[src/rtl/converter_bcd_seq.sv]
// Sequential binary-to-BCD converter (shift-and-add-3), one operand bit per cycle.
// Optional macro BCD_SIGNED_EN: treat in_bin as two's complement and report the sign on out_neg.
module converter_bcd_seq #(
  parameter int BIN_W    = 32,
  parameter int N_DIGITS = 10
) (
  input  logic                    clk,
  input  logic                    rst_n,
  input  logic                    in_valid,
  output logic                    in_ready,
  input  logic [BIN_W-1:0]        in_bin,
  input  logic                    abort,
  output logic                    out_valid,
  input  logic                    out_ready,
  output logic [4*N_DIGITS-1:0]   out_bcd,
  output logic                    out_ovf
`ifdef BCD_SIGNED_EN
  ,
  output logic                    out_neg
`endif
);

  localparam int BCD_W = 4 * N_DIGITS;
  localparam int CNT_W = $clog2(BIN_W + 1);
  localparam logic [CNT_W-1:0] LAST_CNT = CNT_W'(BIN_W - 1);
  localparam logic [CNT_W-1:0] CNT_ONE  = CNT_W'(1);

  typedef enum logic [1:0] {
    IDLE,
    SHIFT,
    DONE
  } state_t;

  state_t             state_reg;
  logic               in_ready_reg;
  logic               out_valid_reg;
  logic [CNT_W-1:0]   cnt_reg;
  logic [BIN_W-1:0]   bin_reg;
  logic [BCD_W-1:0]   bcd_reg;
  logic               ovf_reg;

  logic [BIN_W-1:0]   operand_in;
  logic [BCD_W-1:0]   bcd_adj;
  logic [BCD_W-1:0]   bcd_shifted;
  logic [BIN_W-1:0]   bin_shifted;
  logic               carry_out;

`ifdef BCD_SIGNED_EN
  logic               neg_reg;

  // Two's-complement negate; the most negative value maps onto its own bit
  // pattern, which read as unsigned is exactly 2^(BIN_W-1).
  assign operand_in = in_bin[BIN_W-1] ? ((~in_bin) + {{(BIN_W-1){1'b0}}, 1'b1}) : in_bin;
  assign out_neg    = neg_reg;
`else
  assign operand_in = in_bin;
`endif

  // Add-3 correction works on the digit values held before this cycle's shift.
  for (genvar gi = 0; gi < N_DIGITS; gi++) begin : g_digit
    logic [3:0] digit;
    assign digit                  = bcd_reg[4*gi +: 4];
    assign bcd_adj[4*gi +: 4]     = (digit >= 4'd5) ? (digit + 4'd3) : digit;
  end

  assign bcd_shifted = {bcd_adj[BCD_W-2:0], bin_reg[BIN_W-1]};
  assign bin_shifted = {bin_reg[BIN_W-2:0], 1'b0};
  assign carry_out   = bcd_adj[BCD_W-1];

  always_ff @(posedge clk or negedge rst_n) begin
    if (!rst_n) begin
      state_reg     <= IDLE;
      in_ready_reg  <= 1'b1;
      out_valid_reg <= 1'b0;
      cnt_reg       <= '0;
      bin_reg       <= '0;
      bcd_reg       <= '0;
      ovf_reg       <= 1'b0;
`ifdef BCD_SIGNED_EN
      neg_reg       <= 1'b0;
`endif
    end else begin
      case (state_reg)
        IDLE: begin
          if (in_valid) begin
            state_reg    <= SHIFT;
            in_ready_reg <= 1'b0;
            bin_reg      <= operand_in;
            bcd_reg      <= '0;
            ovf_reg      <= 1'b0;
            cnt_reg      <= '0;
`ifdef BCD_SIGNED_EN
            neg_reg      <= in_bin[BIN_W-1];
`endif
          end
        end
        SHIFT: begin
          if (abort) begin
            state_reg    <= IDLE;
            in_ready_reg <= 1'b1;
          end else begin
            bcd_reg <= bcd_shifted;
            bin_reg <= bin_shifted;
            ovf_reg <= ovf_reg | carry_out;
            cnt_reg <= cnt_reg + CNT_ONE;
            if (cnt_reg == LAST_CNT) begin
              state_reg     <= DONE;
              out_valid_reg <= 1'b1;
            end
          end
        end
        DONE: begin
          // Abort has no meaning once the result is held; only out_ready releases it.
          if (out_ready) begin
            state_reg     <= IDLE;
            out_valid_reg <= 1'b0;
            in_ready_reg  <= 1'b1;
          end
        end
        default: begin
          state_reg     <= IDLE;
          in_ready_reg  <= 1'b1;
          out_valid_reg <= 1'b0;
        end
      endcase
    end
  end

  assign in_ready  = in_ready_reg;
  assign out_valid = out_valid_reg;
  assign out_bcd   = bcd_reg;
  assign out_ovf   = ovf_reg;

endmodule

[config.mk]
export PLATFORM = sky130hd
export DESIGN_NAME = converter_bcd_seq
export DESIGN_NICKNAME = d
export VERILOG_FILES = /design/src/rtl/converter_bcd_seq.sv
export SDC_FILE = /design/constraint.sdc
export NUM_CORES = 1
export LEC_CHECK = 0
export CAP_MARGIN = 20
export CELL_PAD_IN_SITES_DETAIL_PLACEMENT = 0
export CELL_PAD_IN_SITES_GLOBAL_PLACEMENT = 1
export CORE_MARGIN = 2
export CORE_UTILIZATION = 41
export CTS_BUF_LIST = sky130_fd_sc_hd__clkbuf_4
export DETAILED_ROUTE_END_ITERATION = 8
export PLACE_DENSITY = 0.86
export SLEW_MARGIN = 20
export SYNTH_ARGS = -nofsm -noshare
export SYNTH_HDL_FRONTEND = slang
export SYNTH_SLANG_ARGS = --single-unit
[constraint.sdc]
create_clock -name clk -period 2 [get_ports clk]
set_clock_uncertainty 0.1 [all_clocks]
set_input_delay 0.2 -clock clk [delete_from_list [all_inputs] [get_ports clk]]
set_output_delay 0.2 -clock clk [all_outputs]
set_load 0.03 [all_outputs]
# Yosys cells after proc, flatten, opt, wreduce, memory -nomap -nowiden
# Cells that the tools add are included.
dict set report classes {
  add_sub_neg 11
  n_mul 0
  div_mod_pow 0
  order_cmp 10
  eq_ne 9
  shifts 0
  muxes 34
  n_bitwise 2
  n_reduce_logical 6
}
# cell count
set ops {}
lappend ops {{40-bit two-way mux} 2}
lappend ops {{40-bit one-hot mux with 2 select lines} 1}
lappend ops {{32-bit two-way mux} 2}
lappend ops {{32-bit one-hot mux with 2 select lines} 1}
lappend ops {{4-bit by 2-bit adder with 4-bit output, second input constant} 10}
lappend ops {{4-bit by 3-bit greater-or-equal comparator with 1-bit output, second input constant} 10}
lappend ops {{4-bit two-way mux} 10}
lappend ops {{6-bit two-way mux} 2}
lappend ops {{6-bit one-hot mux with 2 select lines} 1}
lappend ops {{2-bit != test, second input constant} 5}
lappend ops {{3-bit AND reduction} 3}
lappend ops {{2-bit two-way mux} 4}
lappend ops {{1-bit two-way mux} 7}
lappend ops {{6-bit by 1-bit adder with 6-bit output, second input constant} 1}
lappend ops {{6-bit by 5-bit equality test with 1-bit output, second input constant} 1}
lappend ops {{1-bit one-hot mux with 3 select lines} 2}
lappend ops {{2-bit one-hot mux with 3 select lines} 1}
lappend ops {{4-bit AND reduction} 1}
lappend ops {{3-bit != test, second input constant} 1}
lappend ops {{2-bit by 1-bit equality test with 1-bit output, second input constant} 1}
lappend ops {{2-bit equality test, second input constant} 1}
lappend ops {{2-bit zero test} 1}
lappend ops {{1-bit one-hot mux with 2 select lines} 1}
lappend ops {{2-bit nonzero test} 1}
lappend ops {{2 further kinds} 2}
dict set report totals {
  regBits 83
  latchBits 0
  ramBits 0
  mem_bits_ro 0
  out_inout_bits 43
  word_cells 79
  mem_count 0
}

# Logic depth before layout (Yosys ltp)
# Gate-level depths: netlist of the first run.
dict set report depth {
  depth_word 5
  depth_mapped 6
  depth_no_buf 6
}

# Least setup slack after synthesis of the first run
# Ideal clock, no wire load.
dict set report synth_timing {
  path_type {flip-flop to flip-flop}
  start {reg bcd_reg[36], in the netlist out_bcd[36]}
  end {reg ovf_reg, in the netlist out_ovf}
  t_arrival_ns 1.545
  t_required_ns 1.822
  path_slack_ns 0.277
  stages_incl_launch_ff 7
  n_path_buf 0
  cell_sequence {dfrtp_1 -> inv_1 -> ha_1 -> nand2b_1 -> a21oi_1 -> or3_1 -> a21oi_1}
}
dict set report synth_between {
  elab_chain_len 5
  elab_cells_between_ends 6
  cone_classes {1 x add/sub; 1 x order compare; 3 x mux; 1 x bitwise}
}
# element line
set synth_lines {}
lappend synth_lines {{start: declaration} 39} ;# logic [BCD_W-1:0] bcd_reg;
lappend synth_lines {{start signal: assignment} 102} ;# bcd_reg <= bcd_shifted;
lappend synth_lines {{4-bit by 2-bit adder with 4-bit output / 4-bit by 3-bit greater-or-equal comparator with 1-bit output (equally long branches)} 63} ;# assign bcd_adj[4*gi +: 4] = (digit >= 4'd5) ? (digit + 4'd3) : digit;
lappend synth_lines {{4-bit two-way mux *} 63}
lappend synth_lines {{1-bit OR *} 104} ;# ovf_reg <= ovf_reg | carry_out;
lappend synth_lines {{1-bit two-way mux *} 98} ;# if (abort) begin
lappend synth_lines {{1-bit one-hot mux with 2 select lines *} 83} ;# case (state_reg)
lappend synth_lines {{end signal: assignment} 104}
lappend synth_lines {{end: declaration} 40} ;# logic ovf_reg;
# Every way passes the cells marked *; elsewhere a longest branch is shown, timed or not. The select of a mux whose other input is x is not followed.
# A chain may end at the register's enable or synchronous reset.

# Worst setup path in the final report of the first run
dict set report layout_timing {
  start {reg bcd_reg[14], in the netlist out_bcd[14]}
  end {out out_bcd[14]}
}
# element line
set layout_lines {}
lappend layout_lines {{end: declaration} 15} ;# output logic [4*N_DIGITS-1:0] out_bcd,
# No word-level cell between the ends.

==> results of run 1 <==
## power by group
part	switching, W	internal [W]	total [W]
Clock	0.000619	0.000390	0.00101
Sequential	0.000162	0.00192	0.00209
Combinational	0.000530	0.000421	0.000952
## what timing repair did
| action | CTS | global route |
|---|---|---|
| setup endpoints to repair | 0 | 1 |
| hold buffers | 1 | 0 |
| endpoints found under the hold margin | 36 | 0 |
| resized for setup | 0 | 1 |
## area by class of cell
cell class | instances | area [µm²] | area share [%]
clock buffers | 9 | 67.6 | 1.27
clock inverters | 7 | 77.6 | 1.46
inverters | 22 | 82.6 | 1.55
multi-input cells | 285 | 1880 | 35.3
flip-flops and latches | 83 | 2080 | 39.0
well taps | 133 | 166 | 3.12
repair buffers | 95 | 976 | 18.3
## placed cells by master (no fill, tap or decap), types with 10 or more instances in the layout
cell type         n
xnor2_1          11
clkdlybuf4s50_1  77
nand2_1          66
inv_1            22
o31ai_1          10
nand2b_1         12
a31oi_1          22
buf_4            11
ha_1             21
nor2_1           28
mux2i_1          10
o22ai_1          10
a22o_1           12
dfrtp_1          82
xor2_1           13
a21oi_1          12
o21ai_0          15
a32o_1           10
## final timing paths
check | cells past startpoint | endpoint | slack [ps]
max | 1 | out_bcd[14] | 90
min reg2reg | 2 | bin_reg[7]$_DFFE_PN0P_ | 400
min in group clk | 3 | bin_reg[25]$_DFFE_PN0P_ | 220
min | 2 | out_bcd[20]$_DFFE_PN0P_ | 200
max reg2reg | 5 | out_bcd[39]$_DFFE_PN0P_ | 260
max in group asynchronous | 3 | in_ready$_DFFE_PN1P_ | 970
## cell families (layout without fill, tap and decap cells)
group,Yosys count,count (layout),synth area share (%)
flops,83,83,50.2
buf+inv,45,133,4.59
xor+xnor,24,24,5.08
simple gates,117,117,12.2
fa+ha+maj,21,21,6.35
compound gates,113,113,19.2
mux,10,10,2.42
## stage by stage
| step | std cells | power [W] |
|---|---|---|
| floorplan | 413 | 0.00268 |
| global placement | 617 | 0.00304 |
| detailed placement | 617 | 0.00308 |
| CTS | 634 | 0.00409 |
| global route | 634 | 0.00429 |
| finish | 634 | 0.00405 |
## metal layers
layer / share of wire [%] / up-vias
li1: - / 1623
met1: 47 / 1692
met2: 47 / 88
met3: 4.9 / 9
met4: 1.1 / 0
met5: 0 / -
==> flow_summary.toml, run 1 <==
[logic_synthesis]
synth_edf_count = 0
syn_area_mm2 = 0.00414
async_reset_ff_share_pct = 100
syn_area_per_cell_um2 = 10.0
synth_top_area_share_pct = 49.6
synth_fp_nets = 471
synthTopCellsByArea = "dfrtp_1, ha_1, nand2_1, a31oi_1, xor2_1"
ys_seq_area_share_pct = 50.2
yosys_warnings = 0
ys_ff_latch = 83
synth.distinct_cells = 37
synth_ff_type = "dfrtp_1"
yosysMostFrequentCell = "dfrtp_1"
netlist.top_cell.by_area = "dfrtp_1"
syn_inst = 413
yosys-top-cells-count = "dfrtp_1, nand2_1, nor2_1, a31oi_1, inv_1"

[routing]
drt_iter0_markers = 160
dr.pass1.iters = 4
vias = 3412
postRouteAntennaNets = 0
drc_errors = 0
via_per_inst = 5.38
routed_wl_um = 9860
drt-wirelength-per-cell_um = 15.6

[clocking]
clock-sinks = 83
path_clk_slew_ps = 140
cts_max_path_buffers = 2
cts_tree = "done"
cts_made_buffers = 9
cts-root-buf = "clkbuf_4"
clk_latency_ps = 430
htreeDepth = 3
cts_setup_buffers = 0

[setup_path]
end_kind = "output port"
startpoint = "out_bcd[14]$_DFFE_PN0P_"
path_buf_inv = 1
timing.rr.start = "state_reg[1]$_DFFE_PN0P_"
critPathMaxStageDelay_ps = 730
crit_slowest_cell = "clkdlybuf4s50_1"
crit_fanout = 6
crit_arrival_ps = 1610
cp.required_ps = 1700
crit_type = "reg -> out"
crit_chain = "clkdlybuf4s50_1"
path_delay_family = "buffers and inverters"
crit_path_start_kind = "flip-flop"

[global_routing]
grt_first_pass_wirelength_um = 16300
grt_use_met1_pct = 25.0
grt_max_degree = 40
antenna_found_initial = 0
grt-ovfl-total = 0
grtUsageTotal_pct = 18.3
grt_pass1_vias = 3320
grt_use_met3_pct = 4.01
top_usage_layer = "met2"
gr-usage-met2_pct = 28.7

[place]
gp_congestion = 0.751
post-dp-hpwl_um = 6780
io_buffers = 79
placed_area_mm2 = 0.00517
place_ws_ps = 58.7

[pwr]
power.density_mw_per_mm2 = 759
vdd_ir_drop_max_mv = 0.388
leakage_nw = 2.37

[die]
dieArea_mm2 = 0.0109
die_h_um = 104
start_util_pct = 42.4
rows = 36
core_area_mm2 = 0.00977
io_pins = 80
fp.dieW_um = 104

[sta]
holdWs_ps = 199
tightest_slew_ps = 527
fin_crit_sh_pct = 95.6
finalSetupTns_ps = 0
slew_violations = 0
rsz0062_at_grt = "no"
max_freq_mhz = 523
min_period_ps = 1910
finalSetupViolations = 0
slew_headroom_pct = 64.8
finalHoldViolCount = 0
fin_ws_ps = 87.4

[status]
status = "complete, no violations"

[worst_hold_path]
worstHoldPathType = "in -> async"

[cells_and_area]
fillers = 862
design_area_mm2 = 0.00533
largest_reg_flops = 40
diodes = 0
drive_gt1_share_pct = 7.58
final_util_pct = 54.5
areaGrowthSynthToFinish_pct = 28.8
final_net_count = 554

[run]
drv_cap = 0
(Power assumes the default switching activity.)
==> inputs of run 2 (changes only) <==
--- a/config.mk
+++ b/config.mk
@@ -12,7 +12,7 @@
 export CORE_UTILIZATION = 41
 export CTS_BUF_LIST = sky130_fd_sc_hd__clkbuf_4
 export DETAILED_ROUTE_END_ITERATION = 8
-export PLACE_DENSITY = 0.86
+export PLACE_DENSITY = 0.92
 export SLEW_MARGIN = 20
 export SYNTH_ARGS = -nofsm -noshare
 export SYNTH_HDL_FRONTEND = slang
==> flow_summary.toml, run 2 (same netlist as run 1, synthesis figures left out) <==
[status]
status = "complete, no violations"

[global_routing]
antenna_found_initial = 0
grt_first_pass_wirelength_um = 16700
grt-ovfl-total = 0
grt_pass1_vias = 3485
grt_max_degree = 44
grtUsageTotal_pct = 18.7

[clocking]
cts_setup_buffers = 0
cts-root-buf = "clkbuf_4"
cts_tree = "done"
clock-sinks = 83
htreeDepth = 3
cts_made_buffers = 9
clk_latency_ps = 420
cts_max_path_buffers = 2
path_clk_slew_ps = 140

[sta]
min_period_ps = 1910
slew_violations = 0
finalHoldViolCount = 0
max_freq_mhz = 522
slew_headroom_pct = 63.5
holdWs_ps = 201
finalSetupTns_ps = 0
fin_crit_sh_pct = 95.7
tightest_slew_ps = 547
rsz0062_at_grt = "no"
finalSetupViolations = 0

[place]
place_inst = 617
placed_area_mm2 = 0.00515
gp_congestion = 0.800
io_buffers = 79
post-dp-hpwl_um = 6900

[routing]
drt_iter0_markers = 136
drt-wirelength-per-cell_um = 15.3
postRouteAntennaNets = 0
via_per_inst = 5.35
vias = 3394
drc_errors = 0
dr.pass1.iters = 5
routed_wl_um = 9700

[setup_path]
crit_chain = "clkdlybuf4s50_1"
end_kind = "output port"
crit_arrival_ps = 1610
crit_path_start_kind = "flip-flop"
cp_num_cells = 1
critPathMaxStageDelay_ps = 730
rr_worst_depth = 6
crit_slowest_cell = "clkdlybuf4s50_1"
crit_fanout = 6
path_delay_family = "buffers and inverters"
cp.required_ps = 1700
crit_type = "reg -> out"
path_buf_inv = 1

[cells_and_area]
final_net_count = 554
final_common_cell = "dfrtp_1"
areaGrowthSynthToFinish_pct = 28.6
finalNonFillerCells = 634
design_area_mm2 = 0.00533
final_cell_mix = "dfrtp_1, clkdlybuf4s50_1, nand2_1"
largest_reg_flops = 40
fillers = 885
drive_gt1_share_pct = 7.39
diodes = 0
final_util_pct = 54.5

[pwr]
vdd_ir_drop_max_mv = 0.415
power.density_mw_per_mm2 = 782
leakage_nw = 2.36

[run]
drv_cap = 0

[die]
die_h_um = 104
rows = 36
dieArea_mm2 = 0.0109
fp.dieW_um = 104
io_pins = 80
core_area_mm2 = 0.00977
start_util_pct = 42.4

[worst_hold_path]
worstHoldPathType = "in -> async"
run 2: report_power, final:
group          internal [W]  switching (W)  leakage [nW]
Sequential          0.00192       0.000163          1.07
Combinational      0.000412       0.000534          1.20
Clock              0.000518       0.000616        0.0861
run 2: repair_timing:
action,in CTS,in global routing
endpoints found under the setup margin,1,0
resized for setup,1,0
hold buffers,1,0
endpoints found under the hold margin,39,0
run 2: metrics by stage:
step           power (W)  worst slack, ps
6_report         0.00417             85.2
2_1_floorplan    0.00268              277
5_1_grt          0.00443             21.3
3_3_place_gp     0.00302              113
4_1_cts          0.00421             74.6
3_5_place_dp     0.00307             59.2
run 2: layer usage:
metal  GRT usage [%]  wire length [µm]  up-vias
met5               0                 0        -
li1                -                 -     1628
met1            25.1              4400     1665
met4            5.89                78        0
met3            4.20               543        9
met2            30.2              4680       92
run 2: final cells by class:
| cell class | count | area [µm²] | share of cell area [%] |
|---|---|---|---|
| Clock buffer | 9 | 67.6 | 1.27 |
| Clock inverter | 7 | 100 | 1.88 |
| Inverter | 22 | 82.6 | 1.55 |
| Multi-Input combinational cell | 285 | 1880 | 35.4 |
| Sequential cell | 83 | 2080 | 39.0 |
| Tap cell | 133 | 166 | 3.13 |
| Timing Repair Buffer | 95 | 947 | 17.8 |
run 2: final timing paths:
kind,startpoint,slack (ps),to
min,rst_n,200,bin_reg[17]$_DFFE_PN0P_
max in group asynchronous,rst_n,960,out_bcd[38]$_DFFE_PN0P_
max reg2reg,out_bcd[8]$_DFFE_PN0P_,280,out_bcd[10]$_DFFE_PN0P_
max,out_bcd[14]$_DFFE_PN0P_,90,out_bcd[14]
min reg2reg,bin_reg[8]$_DFFE_PN0P_,390,bin_reg[8]$_DFFE_PN0P_
min in group clk,in_bin[28],230,bin_reg[28]$_DFFE_PN0P_
==> inputs of run 3 (changes only) <==
==> constraint.sdc (replaced) <==
create_clock -name clk -period 1.9 [get_ports clk]
set_clock_uncertainty 0.1 [all_clocks]
set_input_delay 0.38 -clock clk [delete_from_list [all_inputs] [get_ports clk]]
set_output_delay 0.38 -clock clk [all_outputs]
set_load 0.03 [all_outputs]
==> flow_summary.toml, run 3 (same netlist as run 1, synthesis figures left out) <==
[sta]
min_period_ps = 1840
rsz0062_at_grt = "no"
fin_crit_sh_pct = 96.8
tightest_slew_ps = 481
max_freq_mhz = 544
finalHoldViolCount = 0
finalSetupViolations = 0
slew_headroom_pct = 68.0
slew_violations = 0
holdWs_ps = 328

[global_routing]
grt_pass1_vias = 3538
grtUsageTotal_pct = 19.1
antenna_found_initial = 0
grt-ovfl-total = 0
grt_first_pass_wirelength_um = 16900
grt_max_degree = 38

[clocking]
cts-root-buf = "clkbuf_4"
htreeDepth = 3
path_clk_slew_ps = 140
cts_made_buffers = 9
cts_setup_buffers = 0
clock-sinks = 83
clk_latency_ps = 450
cts_max_path_buffers = 2
cts_tree = "done"

[worst_hold_path]
worstHoldPathType = "in -> async"

[status]
status = "complete, no violations"

[setup_path]
r2r_slack_ps = 180
path_delay_family = "flip-flops"
crit_slowest_cell = "dfrtp_1"
crit_path_start_kind = "flip-flop"
end_kind = "output port"
crit_arrival_ps = 1360
cp.required_ps = 1420
crit_type = "reg -> out"
crit_chain = "dlygate4sd2_1"
path_buf_inv = 1
crit_fanout = 6
critPathMaxStageDelay_ps = 470

[die]
dieArea_mm2 = 0.0109
core_area_mm2 = 0.00977
start_util_pct = 42.4
die_h_um = 104
io_pins = 80
rows = 36
fp.dieW_um = 104

[cells_and_area]
finalNonFillerCells = 643
final_net_count = 563
drive_gt1_share_pct = 9.41
areaGrowthSynthToFinish_pct = 30.6
final_util_pct = 55.3
fillers = 880
largest_reg_flops = 40
final_common_cell = "dfrtp_1"
diodes = 0
final_cell_mix = "dfrtp_1, nand2_1, dlygate4sd2_1"

[run]
drv_cap = 0

[pwr]
power.density_mw_per_mm2 = 844
leakage_nw = 2.62
vdd_ir_drop_max_mv = 0.415

[routing]
vias = 3431
postRouteAntennaNets = 0
drc_errors = 0
via_per_inst = 5.34
routed_wl_um = 9730
dr.pass1.iters = 5
drt_iter0_markers = 164
drt-wirelength-per-cell_um = 15.1

[place]
io_buffers = 79
place_inst = 626
post-dp-hpwl_um = 6900
gp_congestion = 0.788
==> run 3: cell types whose count changed in the layout (fill, tap and decap cells not counted), sizes merged <==
| cell | before | now |
|---|---|---|
| buf | 16 | 25 |
| bufinv | 2 | 3 |
| clkdlybuf4s15 | 0 | 2 |
| clkdlybuf4s50 | 77 | 35 |
| clkinv | 2 | 1 |
| clkinvlp | 1 | 2 |
| dlygate4sd2 | 1 | 41 |
| inv | 24 | 23 |
==> run 3: worst reg2reg max path, cell delays in order (launching register included) <==
cell and delay [ps]:
dfrtp_1 460, inv_1 140, ha_1 220, nand2b_1 70, a21oi_1 300, mux2i_1 240, a22o_1 140
==> run 3: timing repair <==
| item | CTS | global route |
|---|---|---|
| pin swaps | 0 | 0 |
| hold buffers | 1 | 0 |
| gates resized for setup | 45 | 1 |
| hold endpoints to repair | 32 | 0 |
| endpoints found under the setup margin | 43 | 1 |
==> run 3: power breakdown <==
group	leakage (nW)	switching, W	internal, W	total, W
registers	1.07	0.000167	0.00202	0.00219
clock network	0.0943	0.000656	0.000676	0.00133
logic	1.45	0.000573	0.000469	0.00104
total	2.62	0.00140	0.00317	0.00457
==> run 3: area by class of cell <==
| type | count | area [µm²] | share of cell area [%] |
|---|---|---|---|
| well taps | 133 | 166 | 3.08 |
| flip-flops and latches | 83 | 2080 | 38.4 |
| inverters | 22 | 82.6 | 1.53 |
| clock inverters | 7 | 125 | 2.31 |
| repair buffers | 104 | 1000 | 18.6 |
| clock buffers | 9 | 67.6 | 1.25 |
| multi-input cells | 285 | 1880 | 34.8 |
==> run 3: per-stage QoR <==
stage | area [µm²] | worst slack [ps] | total power (W) | setup TNS, ps
floorplan | 4140 | 177 | 0.00283 | 0
global placement | 5250 | -122 | 0.00325 | -3930
detailed placement | 5250 | -166 | 0.00330 | -5000
CTS | 5410 | 35.1 | 0.00460 | 0
global route | 5410 | 1.58 | 0.00484 | 0
finish | 5410 | 60.4 | 0.00457 | 0
==> run 3: worst paths after layout <==
check | from | end | cells after the start
worst max-delay path | out_bcd[10]$_DFFE_PN0P_ | out_bcd[10] | 1
worst min-delay path | rst_n | bin_reg[16]$_DFFE_PN0P_ | 2
worst max register to register | out_bcd[12]$_DFFE_PN0P_ | out_bcd[14]$_DFFE_PN0P_ | 6
worst min register to register | bin_reg[5]$_DFFE_PN0P_ | bin_reg[5]$_DFFE_PN0P_ | 2
max in group asynchronous | rst_n | in_ready$_DFFE_PN1P_ | 3
min in group clk | in_bin[27] | bin_reg[27]$_DFFE_PN0P_ | 3
==> run 3: metal layers <==
metal	routed length, µm	share of wire, %	GRT usage, %
met4	158	1.6	7.53
met3	461	4.7	4.64
met5	0	0	0
met1	4470	46	25.2
met2	4650	48	30.4
